===== config.mk =====
export PLATFORM = sky130hd
export DESIGN_NAME = game_flow_ctrl
export DESIGN_NICKNAME = d
export VERILOG_FILES = /design/src/rtl/game_flow_ctrl.sv
export SDC_FILE = /design/constraint.sdc
export NUM_CORES = 1
export LEC_CHECK = 0
export CAP_MARGIN = 20
export CORE_ASPECT_RATIO = 1.2
export CORE_MARGIN = 3
export CORE_UTILIZATION = 30
export CTS_BUF_LIST = sky130_fd_sc_hd__clkbuf_8
export CTS_CLUSTER_DIAMETER = 200
export CTS_CLUSTER_SIZE = 25
export DETAILED_ROUTE_END_ITERATION = 10
export HOLD_SLACK_MARGIN = 0.15
export PLACE_DENSITY = 0.61
export SETUP_SLACK_MARGIN = 0.3
export SYNTH_ARGS = -nofsm -noshare
export SYNTH_HDL_FRONTEND = slang
export SYNTH_SLANG_ARGS = --single-unit

===== constraint.sdc =====
create_clock -name clk -period 2.06 [get_ports clk]
set_clock_uncertainty 0.15 [all_clocks]
set_input_delay 0.412 -clock clk [delete_from_list [all_inputs] [get_ports clk]]
set_output_delay 0.412 -clock clk [all_outputs]
set_load 0.005 [all_outputs]

===== src/rtl/game_flow_ctrl.sv =====
// Game-flow state machine: title -> play -> dying/clear -> game over, with lives and screen select.
// Optional DEBOUNCE_EN macro adds a 2-flop synchroniser and per-bit debounce on movement.
module game_flow_ctrl #(
    parameter int LIVES_INIT      = 3,
    parameter int DYING_FRAMES    = 120,
    parameter int CLEAR_FRAMES    = 180,
    parameter int DEBOUNCE_CYCLES = 250000
) (
    input  logic       clk,
    input  logic       rst,
    input  logic       frame_tick,
    input  logic [5:0] movement,
    input  logic       mario_dead,
    input  logic       level_clear,
    input  logic       End_end,
    output logic       over,
    output logic       playing,
    output logic       game_reset,
    output logic [2:0] lives,
    output logic [1:0] screen_sel
);

    localparam int NUM_LANES = 6;

    typedef enum logic [2:0] {
        TITLE = 3'd0,
        PLAY  = 3'd1,
        DYING = 3'd2,
        CLEAR = 3'd3,
        OVER  = 3'd4
    } state_t;

    localparam logic [9:0] DYING_LAST = 10'(DYING_FRAMES - 1);
    localparam logic [9:0] CLEAR_LAST = 10'(CLEAR_FRAMES - 1);

    logic [NUM_LANES-1:0] mv_cond;

`ifdef DEBOUNCE_EN
    localparam int DBW = $clog2(DEBOUNCE_CYCLES + 1);
    localparam logic [DBW-1:0] DB_LAST = DBW'(DEBOUNCE_CYCLES - 1);

    logic [NUM_LANES-1:0]          sync1, sync2;
    logic [NUM_LANES-1:0][DBW-1:0] db_cnt;

    always_ff @(posedge clk or posedge rst) begin
        if (rst) begin
            sync1 <= '0;
            sync2 <= '0;
        end else begin
            sync1 <= movement;
            sync2 <= sync1;
        end
    end

    // Each lane flips only after DEBOUNCE_CYCLES consecutive cycles of disagreement.
    for (genvar i = 0; i < NUM_LANES; i++) begin : g_db
        always_ff @(posedge clk or posedge rst) begin
            if (rst) begin
                db_cnt[i]  <= '0;
                mv_cond[i] <= 1'b0;
            end else if (sync2[i] == mv_cond[i]) begin
                db_cnt[i]  <= '0;
            end else if (db_cnt[i] == DB_LAST) begin
                db_cnt[i]  <= '0;
                mv_cond[i] <= sync2[i];
            end else begin
                db_cnt[i]  <= db_cnt[i] + 1'b1;
            end
        end
    end
`else
    logic unused_param;
    assign mv_cond      = movement;
    assign unused_param = DEBOUNCE_CYCLES[0];
`endif

    logic unused_bits;
    assign unused_bits = ^mv_cond[3:0];

    state_t     state, state_n;
    logic [9:0] cnt, cnt_n;
    logic [2:0] lives_n;
    logic       start_prev, start_btn, start_rise;
    logic       gr_n, over_n, playing_n;
    logic [1:0] sel_n;

    assign start_btn  = mv_cond[4] | mv_cond[5];
    assign start_rise = start_btn & ~start_prev;

    always_comb begin
        state_n = state;
        cnt_n   = cnt;
        lives_n = lives;
        gr_n    = 1'b0;
        case (state)
            TITLE: begin
                if (start_rise) begin
                    state_n = PLAY;
                    lives_n = 3'(LIVES_INIT);
                    gr_n    = 1'b1;
                end
            end
            PLAY: begin
                if (mario_dead) begin
                    state_n = DYING;
                    lives_n = (lives == 3'd0) ? 3'd0 : lives - 3'd1;
                end else if (level_clear) begin
                    state_n = CLEAR;
                end
            end
            DYING: begin
                if (frame_tick) begin
                    if (cnt == DYING_LAST) begin
                        if (lives == 3'd0) begin
                            state_n = OVER;
                        end else begin
                            state_n = PLAY;
                            gr_n    = 1'b1;
                        end
                    end else begin
                        cnt_n = cnt + 10'd1;
                    end
                end
            end
            CLEAR: begin
                if (frame_tick) begin
                    if (cnt == CLEAR_LAST) state_n = TITLE;
                    else                   cnt_n   = cnt + 10'd1;
                end
            end
            OVER: begin
                if (End_end) state_n = TITLE;
            end
            default: state_n = TITLE;
        endcase
        // Every state entry starts the frame counter from zero.
        if (state_n != state) cnt_n = '0;
    end

    // Outputs are decoded from the next state so they register with it.
    always_comb begin
        over_n    = (state_n == OVER);
        playing_n = (state_n == PLAY);
        case (state_n)
            TITLE:       sel_n = 2'd0;
            PLAY, DYING: sel_n = 2'd1;
            OVER:        sel_n = 2'd2;
            CLEAR:       sel_n = 2'd3;
            default:     sel_n = 2'd0;
        endcase
    end

    always_ff @(posedge clk or posedge rst) begin
        if (rst) begin
            state      <= TITLE;
            cnt        <= '0;
            start_prev <= 1'b0;
            lives      <= 3'(LIVES_INIT);
            game_reset <= 1'b0;
            over       <= 1'b0;
            playing    <= 1'b0;
            screen_sel <= 2'd0;
        end else begin
            state      <= state_n;
            cnt        <= cnt_n;
            start_prev <= start_btn;
            lives      <= lives_n;
            game_reset <= gr_n;
            over       <= over_n;
            playing    <= playing_n;
            screen_sel <= sel_n;
        end
    end

endmodule


# Yosys cells after proc, flatten, opt, wreduce, memory -nomap -nowiden
# Index checks and enable logic that the tools add are counted.
[totals]
ff_bits = 22
latch_bits = 0
ram_bits = 0
romBits = 0
output_inout_bits = 8
memories = 0
[op_classes]
add_sub_neg = 2
n_mul = 0
div_mod_pow = 0
order_cmp = 0
eq_ne = 17
shifts = 0
mux = 26
n_bitwise = 3
reduce_logical = 7
[op_table]
columns = ["op", "n"]
rows = [
  ["two-way mux 10 bit", 5],
  ["two-way mux 3 bit", 12],
  ["one-hot mux 10 bit (2 select lines)", 1],
  ["one-hot mux 3 bit (5 select lines)", 1],
  ["equality test 3 x 2 -> 1 bit, second input constant", 4],
  ["inequality test 3 bit, second input constant", 4],
  ["adder 10 x 1 -> 10 bit, second input constant", 1],
  ["equality test 10 x 7 -> 1 bit, second input constant", 1],
  ["equality test 10 x 8 -> 1 bit, second input constant", 1],
  ["equality test 3 x 1 -> 1 bit, second input constant", 2],
  ["equality test 3 bit, second input constant", 2],
  ["zero test 3 bit", 2],
  ["one-hot mux 2 bit (3 select lines)", 1],
  ["one-hot mux 3 bit (2 select lines)", 1],
  ["AND reduction 5 bit", 1],
  ["two-way mux 1 bit", 4],
  ["inequality test 2 bit, second input constant", 2],
  ["inequality test 3 bit", 1],
  ["AND reduction 3 bit", 1],
  ["nonzero test 3 bit", 1],
  ["subtractor 3 x 1 -> 3 bit, second input constant", 1],
  ["one-hot mux 1 bit (2 select lines)", 1],
  ["nonzero test 2 bit", 1],
  ["OR reduction 2 bit", 1],
  ["3 further kinds", 3],
]

# Longest topological paths before layout
# Gate-level depths: netlist of run 1.
[depth]
depth_word = 8
depth_mapped = 7
ltp_nobuf = 6

# Least setup slack after synthesis of run 1
# No wires, ideal clock.
[synth_timing]
path_type = "reg2reg"
from = "register cnt[0]"
to = "register cnt[3]"
setup_time_ps = 73
arrival_ps = 1602
required_time_ps = 1837
setup_slack_ps = 235
stages_incl_launch_ff = 8
n_path_buf = 1
period_less_slack_ps = 1825
path_cell_list = "dfrtp_1 -> ha_1 -> nand4b_1 -> nor4b_1 -> o22a_1 -> a221o_1 -> buf_6 -> a21oi_2"
[synth_via]
elab_chain_cells = 7
word_cells_on_any_way = 21
cone_classes = "add/sub: 1; eq/ne: 7; mux: 11; reduce/logical: 2"
[synth_rtl]
columns = ["item", "line", "text"]
rows = [
  ["from (decl)", "81", "logic [9:0] cnt, cnt_n;"],
  ["from (signal assigned)", "165", "cnt <= cnt_n;"],
  ["equality test 10 x 8 -> 1 bit or equality test 10 x 7 -> 1 bit (tied branches)", "127, 113", ""],
  ["two-way mux 3 bit (on tied branches)", "127, 113", ""],
  ["two-way mux 3 bit (on tied branches)", "126, 112", ""],
  ["one-hot mux 3 bit (5 select lines)", "95", "case (state)"],
  ["inequality test 3 bit", "137", "if (state_n != state) cnt_n = '0;"],
  ["inequality test 3 bit (no source line) or nonzero test 3 bit (tied branches)", "-", ""],
  ["AND reduction 5 bit (no source line)", "-", ""],
]
# Parallel ways exist; a longest one is shown, timed or not. The select of a mux whose other input is x is not followed.
# A chain may end at the register's enable or synchronous reset.

# Worst setup path in the final report of run 1
[layout_timing]
from = "register cnt[0]"
to = "register cnt[5]"
# Same word-level chain as after synthesis.

==> metrics.yaml, run 1 <==
hold_viol_final: 0
root_buffer: "clkbuf_8"
cts_tree: "yes"
globalplace.congestion: 0.772
start_kind: "register"
cap_violations: 0
coreArea_um2: 4070
final-setup-viol-count: 0
antenna_found_initial: 0
slowest_stage: "dfrtp_2"
die_h_um: 78.3
cp.buffers_inverters: 1
cp-end-kind: "register"
maxSlewHeadroom: 0.775
fill_cells: 397
grt_pass1_vias: 1112
arrival_ns: 1.93
slowest_delay_ns: 0.45
fp-row-count: 25
grt_max_degree: 23
slew_violations: 0
crit_chain: "ha_4 -> nand4b_1 -> nor4b_2 -> o22a_1 -> a221o_1 -> buf_12 -> nor2_2"
met2_length_um: 1720
cts_sinks: 22
ys_warn_count: 0
synth_cell_types: 49
fin_crit_sh: 0.912
synthFlopType: "dfrtp_1"
final_design_area_no_fill_um2: 1860
place_area_um2: 1600
syn_area_um2: 1310
r2r_end: "cnt[5]$_DFFE_PP0P_"
port_buffers: 15
hpwl_um: 2220
fin_util: 0.457
rsz0062_at_grt: "true"
drc_errors: 0
clk_pin_slew_ns: 0.09
via_count: 1085
diodes: 0
post-route-min-period_ns: 1.88
wl_met1_um: 1250
initial_core_util: 0.322
ys_ff_latch: 22
hold_path_class: "in -> async"
hold_buffers: 0
p_per_area_nw_per_um2: 734
maxUsedRoutingLayer: "met4"
multiInputGateArea_um2: 753
outcome: "finished clean"
cts_made_buffers: 3
reg2reg_from: "cnt[0]$_DFFE_PP0P_"
final_nets: 184
htree_levels: 1
crit_fanout: 10
required_ns: 2.11
drtPass1Iterations: 4
finalWirelength_um: 3100
leakage_nw: 0.842
critPathTopFamily: "compound AO/OA/AOI/OAI gates"
die_area_um2: 5190
async_reset_ff_frac: 1.00
final_cell_mix: "23 x buf_4, 13 x dfrtp_1, 11 x nor2_2"
worstMarginPinSlew_ns: 0.336
reg2reg_depth: 7
crit_end: "cnt[5]$_DFFE_PP0P_"
ir_worst_vdd_uv: 326
crit_cells: 7
syn-mean-instance-area_um2: 10.2
synthToLayoutAreaGrowth_pct: 42.1
netlist_instances: 128
cts_buffer_depth: 2
grt_pass1_wl_um: 5150
die_x_um: 66.3
drt_iter0_drc: 20
ant_nets: 0
fmax_mhz: 532
worstSetupPathType: "reg -> reg"
io_pins: 20
ys_seq_area_frac: 0.423
synth_fp_nets: 141
rrSetupSlack_ns: 0.18
area.sequential_um2: 562
grt_use_total: 0.127
vias_per_cell: 4.84
synth_edf_count: 0
grt_overflow: 0
wire_per_inst_um: 13.8
drive_gt1_frac: 0.424
routed-wl-met3_um: 93
final_common_cell: "buf_4"
clk_latency_ns: 0.27
worstSetupStartpoint: "cnt[0]$_DFFE_PP0P_"
-- synthesized netlist by cell type (all sizes together) (2+ instances only) --
cell type	count	area, µm²
a21oi	4	23.8
and4	2	17.5
and4bb	2	25.0
buf	3	33.8
dfrtp	20	500
dfstp	2	52.6
inv	9	33.8
nand2	5	18.8
nand2b	2	12.5
nand3	6	35.0
nand4	3	18.8
nor2	22	120
nor3	3	26.3
nor3b	2	20.0
o211ai	2	15.0
o21ai	7	46.3
o21bai	3	26.3
o22a	2	17.5
or2	2	15.0
xor2	8	70.1
-- what timing repair did --
item	in CTS	in global routing
gates resized for setup	3	24
buffers inserted	6	10
pin swaps	0	12
setup endpoints to repair	19	20
-- per-layer routing --
metal / vias to the layer above / track usage
li1: 537 / -
met1: 524 / 0.151
met2: 19 / 0.231
met3: 5 / 0.0200
met4: 0 / 0.0305
met5: - / 0
-- state kept, by name, indices dropped and copies added (netlist names) --
signal / count
cnt: 10
lives: 3
state: 3
screen_sel: 2
game_reset: 1
over: 1
playing: 1
start_prev: 1
-- worst reg2reg max path: cells and delay by family, from the launching register on --
family / cells / cell delay (ns)
buffers and inverters: 1 / 0.16
AO/OA/AOI/OAI: 2 / 0.54
AND/OR/NAND/NOR: 3 / 0.32
flip-flops: 1 / 0.45
adder cells (fa/ha/maj): 1 / 0.19
-- cell families (layout without fill, tap and decap cells) --
logic type               after synthesis  after routing  synth area share
flip-flops                            22             22             0.423
XOR/XNOR                               8              8            0.0536
AND/OR/NAND/NOR                       58             58             0.288
AO/OA/AOI/OAI                         26             26             0.167
multiplexers                           1              1           0.00766
buffers and inverters                 12             54            0.0517
adder cells (fa/ha/maj)                1              1           0.00957
-- power by group --
part	switching, mW	internal (mW)
combinational	0.172	0.196
sequential	0.0927	0.496
clock	0.148	0.260
-- per-stage QoR --
stage	cells	power, mW	setup TNS, ns	setup WS, ns	hold WS (ns)
after floorplan	128	0.783	0	0.301	0.250
after global placement	204	0.858	-0.853	-0.0909	0.382
after detailed placement	204	0.889	-0.922	-0.0973	0.402
after CTS	214	1.33	0	0.166	0.338
after global routing	224	1.45	0	0.0963	0.359
final	224	1.36	0	0.181	0.322
-- worst min-delay path by stage --
stage                              start                    to  slack, ns  cells past startpoint
global route                         rst  game_reset$_DFF_PP0_       0.36                      3
CTS                                  rst  game_reset$_DFF_PP0_       0.34                      3
finish                               rst  game_reset$_DFF_PP0_       0.32                      3
floorplan                            rst    cnt[0]$_DFFE_PP0P_       0.25                      1
detailed placement  lives[1]$_DFFE_PP1P_  lives[1]$_DFFE_PP1P_       0.40                      2
global placement      cnt[9]$_DFFE_PP0P_    cnt[9]$_DFFE_PP0P_       0.38                      2
-- layout make-up --
| class | instances | area share |
|---|---|---|
| Inverter | 9 | 0.0182 |
| Tap cell | 54 | 0.0364 |
| Sequential cell | 22 | 0.302 |
| Clock inverter | 1 | 0.0162 |
| Multi-Input combinational cell | 94 | 0.405 |
| Clock buffer | 3 | 0.0222 |
| Timing Repair Buffer | 41 | 0.199 |
Power figures use the tool's default switching activity.
==> inputs of run 2 (changes only) <==
Settings changed: SLEW_MARGIN set to 10.
==> results of run 2 <==
The final DEF is identical to that of run 1; final timing and power are the same.
==> inputs of run 3 (changes only) <==
Settings changed: CORE_MARGIN 3 to unset.
==> metrics.yaml, run 3 (same netlist as run 1, synthesis figures left out) <==
crit_chain: "clkdlybuf4s50_1 -> o21bai_1 -> a22oi_1 -> a41o_1 -> a221o_1 -> buf_12 -> nor2_2"
grt_overflow: 0  # unchanged
port_buffers: 15  # unchanged
hold_buffers: 0  # unchanged
multiInputGateArea_um2: 736  # -2.3%
dp_slack_ns: -0.123  # -0.0261 ns
drive_gt1_frac: 0.387  # -0.0370
cp-end-kind: "register"
leakage_nw: 0.781  # -7.2%
clk_latency_ns: 0.26  # about the same
grt_use_total: 0.129  # +0.00254
via_count: 1060  # -2.3%
vias_per_cell: 4.88  # +0.85%
tns_ns: 0  # unchanged
worstMarginPinSlew_ns: 0.386  # +0.0501 ns
largestRegisters: "cnt: 10 flops, lives: 3 flops, state: 3 flops"
grt_pass1_wl_um: 4730  # -8.3%
ir_worst_vdd_uv: 460  # +41%
slew_violations: 0  # unchanged
htree_levels: 1  # unchanged
rsz0062_at_grt: "true"
initial_core_util: 0.322  # unchanged
drt_iter0_drc: 14  # -30%
drc_errors: 0  # unchanged
reg2reg_from: "cnt[1]$_DFFE_PP0P_"
drtPass1Iterations: 4  # unchanged
largest-register: "cnt"
ant_nets: 0  # unchanged
hpwl_um: 2120  # -4.6%
final_nets: 177  # -3.8%
r2r_end: "cnt[9]$_DFFE_PP0P_"
die_h_um: 74.3  # -5.1%
required_ns: 2.11  # about the same
finalWirelength_um: 2910  # -6.3%
diodes: 0  # unchanged
coreArea_um2: 4070  # unchanged
cts_buffer_depth: 2  # unchanged
fin_crit_sh: 0.901  # -0.0117
whs_ns: 0.326  # +0.00403 ns
final_common_cell: "buf_4"
fmax_mhz: 539  # +1.3%
slowest_stage: "clkdlybuf4s50_1"
grt_max_degree: 23  # unchanged
clk_pin_slew_ns: 0.08  # about the same
globalplace.congestion: 0.783  # +1.5%
post-route-min-period_ns: 1.86  # -0.0240 ns
start_kind: "primary input"
hold_viol_final: 0  # unchanged
wire_per_inst_um: 13.4  # -3.3%
maxSlewHeadroom: 0.742  # -0.0335
synthToLayoutAreaGrowth_pct: 36.1
hold_path_class: "in -> async"
grt_pass1_vias: 1028  # -7.6%
fp-row-count: 25  # unchanged
reg2reg_depth: 6  # -1
largest_reg_flops: 10  # unchanged
final-setup-viol-count: 0  # unchanged
io_pins: 20  # unchanged
die_x_um: 62.3  # -6.0%
worstSetupPathType: "in -> reg"
setup_slack_ns: 0.205  # +0.0240 ns
p_per_area_nw_per_um2: 756  # +3.0%
cts_sinks: 22  # unchanged
cts_tree: "yes"
area.sequential_um2: 563  # +0.22%
cts_made_buffers: 3  # unchanged
slowest_delay_ns: 0.44  # about the same
crit_fanout: 10  # unchanged
fill_cells: 403  # +1.5%
root_buffer: "clkbuf_8"
outcome: "finished clean"
rrSetupSlack_ns: 0.21  # +0.03 ns
cap_violations: 0  # unchanged
worstSetupStartpoint: "level_clear"
crit_end: "cnt[9]$_DFFE_PP0P_"
final_cell_mix: "17 x buf_4, 12 x dfrtp_1, 10 x nor2_2, 10 x nor2_1, 10 x clkdlybuf4s50_1"
die_area_um2: 4630  # -11%
arrival_ns: 1.91  # -0.02 ns
antenna_found_initial: 0  # unchanged
==> run 3: area by class of cell <==
cell class / count / area share
multi-input cells: 94 / 0.414
flip-flops and latches: 22 / 0.316
repair buffers: 34 / 0.173
well taps: 54 / 0.0380
clock buffers: 3 / 0.0232
inverters: 9 / 0.0190
clock inverters: 1 / 0.0169
==> run 3: worst max-delay path, delay by kind of cell <==
kind,cells,cell delay (ns)
buffers and inverters,2,0.60
and+or+nand+nor,1,0.10
AOI/OAI and AO/OA,4,0.78
==> run 3: per-layer routing <==
metal	vias up	part of all wire	track usage
met2	13	0.55	0.252
met5	-	0	0
met1	518	0.42	0.148
met4	0	0.0055	0.0388
li1	527	-	-
met3	2	0.021	0.0169
==> run 3: worst min-delay path by stage <==
| stage | to | cells past startpoint |
|---|---|---|
| detailed placement | cnt[9]$_DFFE_PP0P_ | 2 |
| CTS | cnt[8]$_DFFE_PP0P_ | 3 |
| global placement | cnt[9]$_DFFE_PP0P_ | 2 |
| global route | cnt[1]$_DFFE_PP0P_ | 3 |
| floorplan | cnt[0]$_DFFE_PP0P_ | 1 |
| finish | cnt[1]$_DFFE_PP0P_ | 3 |
==> run 3: repair_timing <==
item / in CTS / in global routing
setup endpoints to repair: 18 / 18
pin swaps: 4 / 12
buffers inserted: 5 / 4
resized for setup: 5 / 14
==> run 3: where the power goes <==
| part | internal, mW | switching [mW] |
|---|---|---|
| Clock | 0.260 | 0.148 |
| Combinational | 0.189 | 0.166 |
| Sequential | 0.498 | 0.0851 |
| Total | 0.946 | 0.400 |
==> run 3: metrics by stage <==
step / total power [mW] / utilization / area, µm² / instances
global route: 1.43 / 0.438 / 1780 / 217
floorplan: 0.783 / - / 1330 / 128
global placement: 0.857 / 0.394 / 1600 / 204
finish: 1.35 / 0.438 / 1780 / 217
detailed placement: 0.877 / 0.394 / 1600 / 204
CTS: 1.31 / 0.423 / 1720 / 213
